$ cat config.mk
export PLATFORM = sky130hd
export DESIGN_NAME = picorv32_sram_bridge
export DESIGN_NICKNAME = d
export VERILOG_FILES = /design/src/rtl/picorv32_sram_bridge.sv
export SDC_FILE = /design/constraint.sdc
export NUM_CORES = 1
export LEC_CHECK = 0
export BUFFER_PORTS_ARGS = -buffer_cell sky130_fd_sc_hd__buf_2
export CORE_ASPECT_RATIO = 2
export CORE_MARGIN = 3
export CORE_UTILIZATION = 43
export CTS_BUF_LIST = sky130_fd_sc_hd__clkbuf_16
export DETAILED_ROUTE_END_ITERATION = 6
export GPL_TIMING_DRIVEN = 1
export PLACE_DENSITY = 0.78
export SYNTH_ARGS = -nofsm -noshare
export SYNTH_HDL_FRONTEND = slang
export SYNTH_SLANG_ARGS = --single-unit
$ cat constraint.sdc
create_clock -name clk -period 1.8 [get_ports clk]
set_clock_uncertainty 0.05 [all_clocks]
set_input_delay 0.36 -clock clk [delete_from_list [all_inputs] [get_ports clk]]
set_output_delay 0.36 -clock clk [all_outputs]
set_load 0.01 [all_outputs]
$ cat src/rtl/picorv32_sram_bridge.sv
`default_nettype none
// +----------------------------------------------------------------------------+
// | Module      : picorv32_sram_bridge                                         |
// | Description : Bridges the picorv32 native memory interface to one or more  |
// |               single-port SRAM macros with active-low controls. Requests   |
// |               outside the SRAM window complete at once with a sticky error |
// |               flag so the core can never stall on a bad address.           |
// | Revision    : 1.0 - initial release                                        |
// +----------------------------------------------------------------------------+
module picorv32_sram_bridge #(
    parameter logic [31:0] BASE_ADDR    = 32'h0000_0000,
    parameter int          NUM_BANKS    = 2,
    parameter int          BANK_AW      = 8,
    parameter int          READ_LATENCY = 1
) (
    input  logic                      clk,
    input  logic                      reset,
    input  logic                      mem_valid,
    input  logic                      mem_instr,
    input  logic [31:0]               mem_addr,
    input  logic [31:0]               mem_wdata,
    input  logic [3:0]                mem_wstrb,
    output logic                      mem_ready,
    output logic [31:0]               mem_rdata,
    output logic [NUM_BANKS-1:0]      sram_csb,
    output logic                      sram_web,
    output logic [3:0]                sram_wmask,
    output logic [BANK_AW-1:0]        sram_addr,
    output logic [31:0]               sram_din,
    input  logic [NUM_BANKS*32-1:0]   sram_dout,
    output logic                      err,
    output logic [31:0]               err_addr
);

    // Bank index width; a single bank still carries a 1-bit (always zero) index.
    localparam int          c_BANK_W       = (NUM_BANKS > 1) ? $clog2(NUM_BANKS) : 1;
    // Window size in bytes, held in 64 bits so large configurations cannot wrap.
    localparam logic [63:0] c_WINDOW_BYTES = 64'(NUM_BANKS) << (BANK_AW + 2);
    localparam logic [1:0]  c_CNT_INIT     = 2'(READ_LATENCY - 1);

    localparam logic [1:0]  c_IDLE  = 2'd0;
    localparam logic [1:0]  c_ISSUE = 2'd1;
    localparam logic [1:0]  c_WAIT  = 2'd2;
    localparam logic [1:0]  c_RESP  = 2'd3;

    // Sequential state
    logic [1:0]           r_state;
    logic                 r_mem_ready;
    logic [31:0]          r_mem_rdata;
    logic [NUM_BANKS-1:0] r_csb;
    logic                 r_web;
    logic [3:0]           r_wmask;
    logic [BANK_AW-1:0]   r_saddr;
    logic [31:0]          r_din;
    logic                 r_err;
    logic [31:0]          r_err_addr;
    logic [c_BANK_W-1:0]  r_bank;
    logic                 r_is_write;
    logic [1:0]           r_cnt;

    // Next-state values
    logic [1:0]           w_state_next;
    logic                 w_ready_n;
    logic [31:0]          w_rdata_n;
    logic [NUM_BANKS-1:0] w_csb_n;
    logic                 w_web_n;
    logic [3:0]           w_wmask_n;
    logic [BANK_AW-1:0]   w_saddr_n;
    logic [31:0]          w_din_n;
    logic                 w_err_n;
    logic [31:0]          w_err_addr_n;
    logic [c_BANK_W-1:0]  w_bank_n;
    logic                 w_is_write_n;
    logic [1:0]           w_cnt_n;

    // Address decode
    logic [31:0]          w_off;
    logic                 w_in_range;
    logic [BANK_AW-1:0]   w_word_addr;
    logic [c_BANK_W-1:0]  w_bank;
    logic [NUM_BANKS-1:0] w_bank_sel;
    logic [31:0]          w_dout_bank [NUM_BANKS];
    logic [31:0]          w_dout_sel;
    logic                 w_accept;
    logic                 w_unused_ok;

    assign w_off       = mem_addr - BASE_ADDR;
    assign w_in_range  = (mem_addr >= BASE_ADDR) && ({32'd0, w_off} < c_WINDOW_BYTES);
    assign w_word_addr = w_off[2 +: BANK_AW];
    assign w_accept    = mem_valid && !r_mem_ready;

    generate
        if (NUM_BANKS > 1) begin : g_multi_bank
            assign w_bank     = w_off[2 + BANK_AW +: c_BANK_W];
            assign w_dout_sel = w_dout_bank[r_bank];
        end else begin : g_single_bank
            assign w_bank     = '0;
            assign w_dout_sel = w_dout_bank[0];
        end
    endgenerate

    genvar g;
    generate
        for (g = 0; g < NUM_BANKS; g++) begin : g_bank
            localparam logic [c_BANK_W-1:0] c_IDX = c_BANK_W'(g);
            assign w_bank_sel[g]  = (w_bank == c_IDX);
            assign w_dout_bank[g] = sram_dout[32*g +: 32];
        end
    endgenerate

    // Byte lane bits, high offset bits and the fetch hint carry no meaning here.
    assign w_unused_ok = ^{mem_instr, w_off, r_bank};

    // State register and every registered output
    always_ff @(posedge clk) begin
        if (reset) begin
            r_state     <= c_IDLE;
            r_mem_ready <= 1'b0;
            r_mem_rdata <= 32'd0;
            r_csb       <= '1;
            r_web       <= 1'b1;
            r_wmask     <= 4'd0;
            r_saddr     <= '0;
            r_din       <= 32'd0;
            r_err       <= 1'b0;
            r_err_addr  <= 32'd0;
            r_bank      <= '0;
            r_is_write  <= 1'b0;
            r_cnt       <= 2'd0;
        end else begin
            r_state     <= w_state_next;
            r_mem_ready <= w_ready_n;
            r_mem_rdata <= w_rdata_n;
            r_csb       <= w_csb_n;
            r_web       <= w_web_n;
            r_wmask     <= w_wmask_n;
            r_saddr     <= w_saddr_n;
            r_din       <= w_din_n;
            r_err       <= w_err_n;
            r_err_addr  <= w_err_addr_n;
            r_bank      <= w_bank_n;
            r_is_write  <= w_is_write_n;
            r_cnt       <= w_cnt_n;
        end
    end

    // Next-state selection
    always_comb begin
        w_state_next = r_state;
        case (r_state)
            c_IDLE:  if (w_accept) w_state_next = w_in_range ? c_ISSUE : c_RESP;
            c_ISSUE: w_state_next = r_is_write ? c_RESP : c_WAIT;
            c_WAIT:  if (r_cnt == 2'd0) w_state_next = c_RESP;
            c_RESP:  w_state_next = c_IDLE;
            default: w_state_next = c_IDLE;
        endcase
    end

    // Next values of the registered outputs and request context
    always_comb begin
        w_ready_n    = 1'b0;
        w_rdata_n    = r_mem_rdata;
        w_csb_n      = '1;
        w_web_n      = 1'b1;
        w_wmask_n    = r_wmask;
        w_saddr_n    = r_saddr;
        w_din_n      = r_din;
        w_err_n      = r_err;
        w_err_addr_n = r_err_addr;
        w_bank_n     = r_bank;
        w_is_write_n = r_is_write;
        w_cnt_n      = r_cnt;
        case (r_state)
            c_IDLE: begin
                if (w_accept) begin
                    if (w_in_range) begin
                        w_csb_n      = ~w_bank_sel;
                        w_web_n      = ~|mem_wstrb;
                        w_wmask_n    = mem_wstrb;
                        w_saddr_n    = w_word_addr;
                        w_din_n      = mem_wdata;
                        w_bank_n     = w_bank;
                        w_is_write_n = |mem_wstrb;
                    end else begin
                        // Bad address: answer immediately with zero data.
                        w_ready_n = 1'b1;
                        w_rdata_n = 32'd0;
                        if (!r_err) begin
                            w_err_n      = 1'b1;
                            w_err_addr_n = mem_addr;
                        end
                    end
                end
            end
            c_ISSUE: begin
                if (r_is_write) w_ready_n = 1'b1;
                else            w_cnt_n   = c_CNT_INIT;
            end
            c_WAIT: begin
                if (r_cnt == 2'd0) begin
                    w_ready_n = 1'b1;
                    w_rdata_n = w_dout_sel;
                end else begin
                    w_cnt_n = r_cnt - 2'd1;
                end
            end
            default: ;
        endcase
    end

    assign mem_ready  = r_mem_ready;
    assign mem_rdata  = r_mem_rdata;
    assign sram_csb   = r_csb;
    assign sram_web   = r_web;
    assign sram_wmask = r_wmask;
    assign sram_addr  = r_saddr;
    assign sram_din   = r_din;
    assign err        = r_err;
    assign err_addr   = r_err_addr;

endmodule
`default_nettype wire

== Word-level counts from Yosys, hierarchy flattened ==
Index checks and enable logic that the tools add are counted.
Widths: inputs -> output; s select.

* Output and inout bits: 113
* Bits in registers: 119
* Logic and storage cells: 68
* Input bits: 136

* Equal/unequal tests: 8
* Reductions and logical operators: 16
* Magnitude comparators: 3
* Add/sub/neg operators: 1
* Bitwise operators: 7
* Mux-type cells: 20

{| class="wikitable"
|+ Operators by type and width
! operator !! count
|-
| $mux 32 || 6
|-
| $pmux 32 s2 || 1
|-
| $ge 32x1->1 const B || 1
|-
| $lt 32x12->1 const B || 1
|-
| $mux 2 || 5
|-
| $ne 2x2->1 const B || 5
|-
| $reduce_and 3->1 || 3
|-
| $pmux 2 s4 || 1
|-
| $reduce_and 4->1 || 2
|-
| $reduce_or 4->1 || 2
|-
| $mux 1 || 5
|-
| $not 1->1 || 5
|-
| $eq 2x2->1 const B || 2
|-
| $logic_not 2->1 || 2
|-
| $pmux 2 s2 || 1
|-
| $reduce_bool 2->1 || 2
|-
| $pmux 1 s3 || 1
|-
| $eq 2x1->1 const B || 1
|-
| $ge 2x2->1 const B || 1
|-
| $logic_and 1x1->1 || 2
|-
| $logic_not 1->1 || 2
|-
| $not 1->2 || 1
|-
| $not 2->2 || 1
|-
| $reduce_and 2->1 || 1
|-
| $sub 2x1->2 const B || 1
|}

== Logic depth before layout (Yosys ltp) ==
* Depth after elaboration: 6
* Mapped depth: 8
* Gate-level depth less buffers: 6

== Least setup slack after synthesis ==
Ideal clock, no wire load.

* Path kind: register -> register
* From: reg r_state[1]
* To: reg r_din[0], in the netlist sram_din[0]
* Arrival time: 1778 ps
* Path buffers: 2
* Setup time: 132 ps
* Stages on the path, launching flop included: 9
* Slack: -160 ps
* Cells stage by stage: dfxtp_1 inv_1 ha_1 inv_1 or2_2 clkbuf_1 clkbuf_1 o31ai_1 a21oi_1

* Cells in the longest elaborated chain, start to end: 2

{| class="wikitable"
|+ RTL lines
! element !! RTL line !! RTL
|-
| start, declared || 47 || <nowiki>logic [1:0] r_state;</nowiki>
|-
| start signal, assigned || 117 || <nowiki>r_state <= c_IDLE;</nowiki>
|-
| start signal, assigned || 131 || <nowiki>r_state <= w_state_next;</nowiki>
|-
| $logic_not 2->1 || 173 || <nowiki>case (r_state)</nowiki>
|-
| $reduce_and 3->1 (no line) || n/a ||
|-
| end signal, assigned || 138 || <nowiki>r_din <= w_din_n;</nowiki>
|-
| end, declared || 54 || <nowiki>logic [31:0] r_din;</nowiki>
|}

No other way between the ends.
A chain may end at the register's enable or synchronous reset.

== Final worst setup path ==
* From: in mem_addr[23]
* To: reg r_mem_rdata[0], in the netlist mem_rdata[0]

* Cells in the longest elaborated chain, start to end: 4
* Elaborated cells between the ends (all ways): 5
* Classes of those cells: 2 x order compare; 1 x eq/ne; 2 x reduce/logical

{| class="wikitable"
|+ RTL lines
! element !! RTL line !! RTL
|-
| start, declared || 20 || <nowiki>input logic [31:0] mem_addr,</nowiki>
|-
| $ge 32x1->1 / $lt 32x12->1 (equally long branches) || 88 || <nowiki>assign w_in_range = (mem_addr >= BASE_ADDR) && ({32'd0, w_off} < c_WINDOW_BYTES);</nowiki>
|-
| $logic_and 1x1->1 * || 88 ||
|-
| $ne 2x2->1 (no line) * || n/a ||
|-
| $reduce_and 4->1 (no line) * || n/a ||
|-
| end signal, assigned || 133 || <nowiki>r_mem_rdata <= w_rdata_n;</nowiki>
|-
| end, declared || 49 || <nowiki>logic [31:0] r_mem_rdata;</nowiki>
|}

Mark *: on every way between the ends. The rest lies on a longest branch, timed or not.

==> key figures <==
Routing
  • Pre-antenna DRT Iters: 6
  • Initial DRC Count: 213
  • Routed vias/inst: 5.287
  • Post-detailed-routing wire length: 16380 um
  • Post-route ant nets: 0
  • Number of remaining DRC errors: 0
  • Drt wl/cell: 16.09 um
  • Via count: 5382

Critical path
  • Type of origin of the critical path: input pin
  • CP max-delay cell: or4_4
  • Reg-to-Reg Start: r_cnt[0]$_SDFFE_PP0P_
  • Crit path DAT: 2030 ps
  • Reg-to-reg slack, setup: 70 ps
  • Critical-path cell list: buf_2 -> or4_4 -> nand4b_4 -> o31ai_4 -> buf_12 -> buf_6 -> mux2i_1
  • Peak per-stage delay on the critical path: 550 ps
  • Endpoint class of the critical path: flop
  • Worst-case reg-to-reg path depth: 9
  • R2r endpoint: mem_rdata[3]$_SDFFE_PP0P_
  • WS Path Type: input pin to flop
  • Worst Path Max Fanout: 8
  • Worst endpoint required time: 2080 ps

Finish
  • Number of filler cells placed in the layout: 1108
  • Post-route cell area: 8157 um2
  • Fraction of layout cells with a size suffix above 1: 48.15%
  • # diodes: 0
  • Util after Layout: 62.42%
  • Multi-input gate area: 3138 um2
  • Reg area: 2386 um2
  • Nets@finish: 997
  • Layout Area Growth over Synthesis: 41.35%

Logic synthesis
  • Ys async rst share: 0%
  • Synth area leaders: dfxtp_1 41%, mux2i_1 13%, nand2b_1 8.5%
  • Synth area leader: dfxtp_1
  • Top_reg_cell synth: dfxtp_1
  • Syn. warnings: 0
  • Avg Inst Size Synth: 9.781 um2
  • Sequential share of the synthesized area: 41.28%
  • Syn Nets: 731
  • EDFF count, synth: 0
  • Netlist cell types: 41
  • Cells after Synth: 590
  • Mapped Area: 5771 um2
  • Post-synth top area share: 41.28%
  • Synth Register Bits: 119

Pwr
  • Switching part of the total power: 30.54%
  • Logic pwr share: 35.3%
  • Switch Pwr: 0.003006 W
  • Clock power share: 33.2%
  • Internal power: 0.006837 W
  • PD cells: 1207 nW/um2
  • Peak VDD IR: 725.0 uV
  • Flop pwr share: 31.4%
  • Pleak: 3.714 nW

Global routing
  • First-pass GRT wire length: 24560 um
  • Vias in the first global route: 5250
  • Congestion Overflow GR: 0
  • Largest net degree at the start of global routing: 65
  • All-layer global routing usage: 20.78%
  • Antenna violations before repair: 0

STA
  • RSZ-0062 raised after global routing: true
  • Post-layout min period: 1747 ps
  • Fmax: 572.5 MHz
  • Max-slew violations: 0
  • Final Hold Fails: 0
  • Worst slew pin tran: 366.7 ps
  • Max-slew headroom: 75.33%
  • Period utilization: 97.03%
  • Final setup vio count: 0

Place
  • RePlAce Congestion: 0.7978
  • I/O Buffers: 247
  • Final HPWL DP: 11810 um
  • DP Area: 7405 um2

CTS
  • Clock tree root buffer cell: clkbuf_16
  • Clk pin slew, worst setup/hold paths: 60 ps
  • H-tree depth: 4
  • CTS Buffer Depth: 2
  • Hold-fix buffers, CTS: 0
  • CTS tree: yes
  • Total CTS buffers: 17
  • Sink Count: 119
  • Clk_lat worst skew: 400 ps

Floorplanning
  • Die H: 169.8 um
  • Die span in x: 87.92 um
  • Core Region: 13070 um2
  • Initial core utilization: 44.16%
  • # IOs: 249
  • Die area: 14930 um2
  • Rows: 59

Worst hold path
  • Hold Path Sink: sram_csb[1]$_SDFF_PP1_
  • Hold Crit Depth: 2
  • Hold Startpoint: mem_addr[10]
  • Min-Delay Path Class: input pin to flop

Run status
  • Status: complete, no violations

Run
  • MaxCap Viol Count: 0
placed cells by master (no fill, tap or decap), types with 3 or more instances in the layout:
cell type	instances
buf_12	10
inv_2	3
dfxtp_1	116
buf_4	41
o31ai_1	37
buf_2	246
nor3_1	3
nand2_1	33
o21ai_0	4
nand2b_1	78
nor2_1	5
or2b_2	30
mux2i_1	72
a21oi_1	40
buf_6	3
dfxtp_2	3
clkbuf_16	19
nand4_1	38
inv_1	4
clkinv_2	3
bufinv_16	3
clkinvlp_4	3
mux2_2	32
how the worst max path moves through the flow:
stage | start | to | slack (ps)
floorplan | mem_addr[23] | mem_rdata[0]$_SDFFE_PP0P_ | -130
global placement | mem_addr[15] | r_is_write$_SDFFE_PP0P_ | -370
detailed placement | mem_addr[15] | r_is_write$_SDFFE_PP0P_ | -330
CTS | r_state[1]$_SDFFE_PP0P_ | err_addr[9]$_SDFFE_PP0P_ | 4
global route | r_state[1]$_SDFFE_PP0P_ | err_addr[20]$_SDFFE_PP0P_ | -20
finish | mem_addr[23] | mem_rdata[0]$_SDFFE_PP0P_ | 50
layer usage:
| metal | routed length (um) | up-vias | GRT usage, % |
|---|---|---|---|
| met1 | 5828 | 2511 | 21.75 |
| met4 | 504 | 0 | 9.352 |
| met2 | 9076 | 225 | 37.98 |
| li1 | - | 2614 | - |
| met3 | 972 | 32 | 5.039 |
| met5 | 0 | - | 0 |
state kept, by name, summed over array words and instances, names as in the netlist:
signal and count:
r_is_write 1, sram_wmask 4, err_addr 32, err 1, mem_ready 1, r_bank 1, sram_din 32, sram_web 1
mem_rdata 32, sram_addr 8, r_state 2, sram_csb 2, r_cnt 2
worst max-delay path: cells and delay by family:
kind | cells | cell delay, ps
compound gates | 1 | 290
buf+inv | 3 | 430
mux | 1 | 190
simple gates | 2 | 750
kinds of logic (layout without fill, tap and decap cells):
family                     after synthesis  in the layout  synth area share (%)
buffers and inverters                   62            338                 5.572
AOI/OAI and AO/OA                       90             90                 10.26
and+or+nand+nor                        209            209                 22.90
adders and majority gates                5              5                 1.084
DFF                                    119            119                 41.28
muxes                                  105            105                 18.91
final cells by class:
cell class	count	share of cell area, %
clock buffers	17	5.216
clock inverters	12	1.703
inverters	6	0.2761
flip-flops and latches	119	29.25
well taps	152	2.332
repair buffers	303	22.75
multi-input cells	409	38.47
power groups by stage:
| stage | clock, W | combinational, W | sequential, W |
|---|---|---|---|
| after CTS | 0.00335 | 0.00306 | 0.00309 |
| after global placement | 0 | 0.00288 | 0.00313 |
| after detailed placement | 0 | 0.00291 | 0.00314 |
| after floorplan | 0 | 0.00187 | 0.00326 |
| final | 0.00327 | 0.00348 | 0.00310 |
| after global routing | 0.00346 | 0.00372 | 0.00313 |
metrics by stage:
stage	hold slack [ps]	std cells	worst slack (ps)	setup TNS, ps	power, W
finish	129.1	1018	53.42	0	0.009843
detailed placement	406.6	981	-334.1	-25040	0.006042
global placement	400.7	981	-370.9	-23240	0.006013
floorplan	396.8	590	-130.7	-5295	0.005133
global route	129.5	1018	-23.93	-126.6	0.01031
CTS	109.4	1013	3.557	0	0.009503
cells in the mapped netlist (6+ instances only):
library cell	number
clkbuf_1	36
buf_2	11
mux2i_1	73
nor2_1	7
inv_1	6
mux2_2	32
a21oi_1	40
dfxtp_1	119
o31ai_1	37
or2b_2	30
nand2_1	33
nand2b_1	78
nand4_1	38
what timing repair did:
action	CTS	global route
resized for setup	6	9
pin swaps	1	4
endpoints found under the setup margin	29	64
buffers inserted	2	2
gates cloned	1	3
Power figures use the tool's default switching activity.
